File: src/rtl/sorter_feeder.sv
// sorter_feeder: buffers one QPSK/QAM16 metric frame and replays it to the sorter as start + groups of four.
// Define SORTER_FEEDER_DONE_WAIT_EN to hold each frame until the sorter reports done.
module sorter_feeder #(
   parameter int WIDTH       = 8,
   parameter int MAX_METRICS = 16
) (
   input  logic             i_clk,
   input  logic             i_rst,
   input  logic [1:0]       i_m,
   input  logic             i_in_valid,
   input  logic [WIDTH-1:0] i_in_data,
   output logic             o_in_ready,
   output logic             o_start,
   output logic [WIDTH-1:0] o_d1,
   output logic [WIDTH-1:0] o_d2,
   output logic [WIDTH-1:0] o_d3,
   output logic [WIDTH-1:0] o_d4,
   output logic [1:0]       o_m_out,
   input  logic             i_sorter_done,
   output logic             o_busy,
   output logic             o_mode_err
);
   typedef enum logic [2:0] {
      S_IDLE, S_FILL, S_START, S_GAP, S_ISSUE
`ifdef SORTER_FEEDER_DONE_WAIT_EN
      , S_WAIT_DONE
`endif
   } state_t;

   state_t           r_state, w_next;
   logic [WIDTH-1:0] r_buf [MAX_METRICS];
   logic [3:0]       r_widx;
   logic [1:0]       r_grp;
   logic [1:0]       r_m_out;
   logic [WIDTH-1:0] r_d1, r_d2, r_d3, r_d4;
   logic             r_start, r_busy, r_mode_err;
   logic             w_accept, w_widx_last, w_grp_last;
   logic [1:0]       w_gsel;

`ifndef SORTER_FEEDER_DONE_WAIT_EN
   logic w_unused;
   assign w_unused = i_sorter_done;
`endif

   always_ff @(posedge i_clk or posedge i_rst)
      if (i_rst) r_state <= S_IDLE;
      else       r_state <= w_next;

   always_comb begin
      w_next = r_state;
      case (r_state)
         S_IDLE:  if (w_accept) w_next = S_FILL;
         S_FILL:  if (w_accept && w_widx_last) w_next = S_START;
         S_START: w_next = S_GAP;
         S_GAP:   w_next = S_ISSUE;
`ifdef SORTER_FEEDER_DONE_WAIT_EN
         S_ISSUE:     if (w_grp_last) w_next = S_WAIT_DONE;
         S_WAIT_DONE: if (i_sorter_done) w_next = S_IDLE;
`else
         S_ISSUE: if (w_grp_last) w_next = S_IDLE;
`endif
         default: w_next = S_IDLE;
      endcase
   end

   // r_m_out only ever holds 00 or 01, so bit 0 selects the frame length
   always_comb begin
      o_in_ready  = !i_rst && (r_state == S_IDLE || r_state == S_FILL);
      w_accept    = i_in_valid && o_in_ready;
      w_widx_last = r_state == S_FILL && r_widx == (r_m_out[0] ? 4'd15 : 4'd3);
      w_grp_last  = r_grp == (r_m_out[0] ? 2'd3 : 2'd0);
      w_gsel      = (r_state == S_ISSUE) ? r_grp + 2'd1 : 2'd0;
   end

   always_ff @(posedge i_clk)
      if (w_accept) r_buf[r_widx] <= i_in_data;

   always_ff @(posedge i_clk or posedge i_rst)
      if (i_rst) begin
         r_widx     <= '0;
         r_grp      <= '0;
         r_m_out    <= '0;
         r_start    <= 1'b0;
         r_busy     <= 1'b0;
         r_mode_err <= 1'b0;
         r_d1       <= '0;
         r_d2       <= '0;
         r_d3       <= '0;
         r_d4       <= '0;
      end else begin
         r_widx     <= w_accept ? (w_widx_last ? 4'd0 : r_widx + 4'd1) : r_widx;
         r_grp      <= (r_state == S_ISSUE && !w_grp_last) ? r_grp + 2'd1 : 2'd0;
         r_m_out    <= (r_state == S_IDLE && w_accept) ? (i_m[1] ? 2'b00 : i_m) : r_m_out;
         r_mode_err <= r_state == S_IDLE && w_accept && i_m[1];
         r_start    <= w_next == S_START;
         r_busy     <= w_next != S_IDLE;
         r_d1       <= (w_next == S_ISSUE) ? r_buf[{w_gsel, 2'd0}] : '0;
         r_d2       <= (w_next == S_ISSUE) ? r_buf[{w_gsel, 2'd1}] : '0;
         r_d3       <= (w_next == S_ISSUE) ? r_buf[{w_gsel, 2'd2}] : '0;
         r_d4       <= (w_next == S_ISSUE) ? r_buf[{w_gsel, 2'd3}] : '0;
      end

   assign o_start    = r_start;
   assign o_busy     = r_busy;
   assign o_mode_err = r_mode_err;
   assign o_m_out    = r_m_out;
   assign o_d1       = r_d1;
   assign o_d2       = r_d2;
   assign o_d3       = r_d3;
   assign o_d4       = r_d4;
endmodule

File: config.mk
export PLATFORM = sky130hd
export DESIGN_NAME = sorter_feeder
export DESIGN_NICKNAME = d
export VERILOG_FILES = /design/src/rtl/sorter_feeder.sv
export SDC_FILE = /design/constraint.sdc
export NUM_CORES = 1
export LEC_CHECK = 0
export CAP_MARGIN = 15
export CORE_ASPECT_RATIO = 0.7
export CORE_MARGIN = 2
export CORE_UTILIZATION = 35
export DETAILED_ROUTE_END_ITERATION = 6
export PLACE_DENSITY = 0.5
export SLEW_MARGIN = 20
export SYNTH_ARGS = -nofsm -noshare
export SYNTH_HDL_FRONTEND = slang
export SYNTH_SLANG_ARGS = --single-unit
File: constraint.sdc
create_clock -name i_clk -period 6.2 [get_ports i_clk]
set_input_delay 1.24 -clock i_clk [delete_from_list [all_inputs] [get_ports i_clk]]
set_output_delay 1.24 -clock i_clk [all_outputs]
set_load 0.01 [all_outputs]
==> results.json <==
{
  "r2r_cells": 3,
  "slowest_stage": "clkdlybuf4s50_1",
  "grt_setup_unrepaired": "false",
  "viasPerCell": 4.96,
  "netlist_area_mm2": 0.00673,
  "start_kind": "input port",
  "drt_iter0_drc": 233,
  "final_nets": 475,
  "crit_chain": "clkdlybuf4s50_1 > nor3_1 > clkdlybuf4s50_1",
  "layout_common_cells": "128 x edfxtp_1, 49 x nor2_1, 49 x clkdlybuf4s50_1",
  "fin_crit_ns": 3.78,
  "post-place-ws_ns": 2.27,
  "fin_area_mm2": 0.00801,
  "synthCells": 410,
  "cp.depth": 3,
  "yosysUniqueCellTypes": 37,
  "ys_ff_latch": 173,
  "core_mm2": 0.0189,
  "numCtsBuffers": 17,
  "grt_max_degree": 46,
  "reg2reg_setup_slack_ns": 3.63,
  "wl_um": 13800,
  "syn-num-nets": 428,
  "cts_setup_buffers": 0,
  "postCtsResizedCells": 0,
  "start_util_pct": 35.7,
  "grt_pass1_wl_um": 21400,
  "maxClockFrequency_mhz": 265,
  "crit_top_cell": "clkdlybuf4s50_1",
  "wire_per_inst_um": 19.4,
  "regArea_mm2": 0.00497,
  "drc": 0,
  "yosys_warnings": 0,
  "multiInputGateArea_mm2": 0.00157,
  "worst_path_largest_cell_delay_ns": 0.57,
  "final-max-slew-violation-count": 0,
  "firstDrtPassIters": 4,
  "slew_headroom_pct": 39.7,
  "area_delta_synth_final_pct": 19.0,
  "io_pins": 52,
  "root_buffer": "clkbuf_16",
  "rr_endpoint": "r_buf[15][3]",
  "grt.overflow.total": 0,
  "mostFrequentLayoutCell": "edfxtp_1",
  "die_area_mm2": 0.0204,
  "cp_max_fo": 5,
  "ys_seq_area_share_pct": 73.9,
  "dpl_cell_area_mm2": 0.00740,
  "setup_violations": 0,
  "power.density_mw_per_mm2": 314,
  "clockBufferDepth": 2,
  "worst_slack_ns": 2.42,
  "drv_cap": 0,
  "vias": 3531,
  "cts_hold_buffers": 0,
  "holdPathStages": 2,
  "antenna_found_initial": 0,
  "nFillCells": 1664,
  "path_clk_slew_ns": 0.06,
  "fin_skew_ns": 0.00918,
  "portBuffers": 49,
  "clock-sinks": 173,
  "max-vdd-ir-drop_v": 0.000208,
  "critical_path_buf_inv_count": 2,
  "status": "finished, final reports clean",
  "track_usage_pct": 14.8,
  "hold_viol": 0,
  "diodes": 0,
  "p_leak_nw": 2.77,
  "final_antenna_net_count": 0,
  "finalWeightedCongestion": 0.697,
  "worst_setup_path_end_kind": "output port",
  "critPathRequiredTime_ns": 4.96,
  "tightest_slew_ns": 0.901,
  "hold_end": "r_grp[0]",
  "crit_type": "in -> out",
  "syn_avg_cell_area_um2": 16.4,
  "std_cell_rows": 42,
  "r2r_start": "r_state[1]",
  "cts_tree": "done",
  "critical_path_arrival_ns": 2.54,
  "final_core_util_pct": 42.5,
  "setup_tns_ns": 0,
  "fin_crit_sh_pct": 60.9,
  "grt_pass1_vias": 3573,
  "hp-start": "r_grp[1]",
  "dp_hpwl_um": 8020,
  "drive_gt1_share_pct": 16.4,
  "cp_top_family": "buffers and inverters",
  "worstHoldPathType": "reg -> reg",
  "cts.htree.levels": 4,
  "clk-insertion-delay-late_ns": 0.43,
  "power_mw": 2.52,
  "chipHeight_um": 120,
  "die_w_um": 170
}
## Yosys cell counts (all sizes together)
| master | count | area, um^2 |
|---|---|---|
| edfxtp | 128 | 3840 |
| nor2 | 49 | 184 |
| dfrtp | 45 | 1130 |
| a211oi | 32 | 380 |
| a2bb2oi | 32 | 280 |
| mux2i | 32 | 320 |
| buf | 24 | 165 |
| nand2 | 14 | 52.6 |
| inv | 7 | 26.3 |
| nor3 | 7 | 35.0 |
| clkbuf | 4 | 15.0 |
| ha | 4 | 50.1 |
| o21ai | 4 | 23.8 |
| a21oi | 3 | 15.0 |
| nand2b | 3 | 18.8 |
| nand3 | 3 | 15.0 |
| and3 | 2 | 12.5 |
| o211ai | 2 | 20.0 |
| o22ai | 2 | 12.5 |
| a211o | 1 | 8.76 |
| conb | 1 | 3.75 |
| nor2b | 1 | 6.26 |
| nor3b | 1 | 18.8 |
| nor4b | 1 | 23.8 |
| o2111a | 1 | 11.3 |
| o21a | 1 | 7.51 |
| o31ai | 1 | 7.51 |
| o41ai | 1 | 8.76 |
| or2 | 1 | 6.26 |
| or3 | 1 | 6.26 |
| or4b | 1 | 13.8 |
| xor2 | 1 | 8.76 |
## worst max-delay path by stage
stage                     startpoint           to
after floorplan                i_rst  r_buf[3][0]
after global placement         i_rst  r_buf[0][0]
after detailed placement       i_rst  r_buf[1][2]
after CTS                      i_rst   o_in_ready
after global routing           i_rst   o_in_ready
final                          i_rst   o_in_ready
## metal layers
layer	global-route usage [%]	part of all wire [%]	vias to the layer above
met1	21.2	50	1802
met2	21.7	45	70
met4	4.33	1.2	0
li1	-	-	1647
met5	0	0	-
met3	4.35	4.6	12
## cell type report
type | count | area share (%)
inverter | 7 | 0.344
multi-input combinational | 202 | 19.6
clock inverter | 10 | 1.41
clock buffer | 22 | 6.05
sequential | 173 | 62.1
timing repair buffer | 56 | 6.78
tap | 242 | 3.78
## sequential cells by signal, summed over array words and instances (netlist names)
name and cells:
o_d2 8, o_mode_err 1, r_widx 4, r_state 3
o_d4 8, o_start 1, o_m_out 1, o_d3 8
o_d1 8, r_buf 128, o_busy 1, r_grp 2
## per-stage QoR
step	hold WS (ns)	instances
after floorplan	0.526	410
after global placement	0.566	680
after detailed placement	0.577	680
after CTS	0.600	712
after global routing	0.636	712
final	0.591	712
## cell families after synthesis
kind of cell | after synthesis | synth area share (%)
adders and majority gates | 4 | 0.744
muxes | 32 | 4.76
DFF | 173 | 73.9
and+or+nand+nor | 84 | 5.84
other | 1 | 0.0557
buffers and inverters | 35 | 3.07
AOI/OAI and AO/OA | 80 | 11.5
xor gates and xnor gates | 1 | 0.130
## where the power goes
part           switching (mW)  internal, mW
registers              0.0359          1.29
clock network           0.425         0.634
logic                  0.0871        0.0443
## tightest hold or removal path: cells and delay by family (launching register included)
family	cells	cell delay, ns
AND/OR/NAND/NOR	2	0.14
flip-flops	1	0.42
Power figures use the tool's default switching activity.
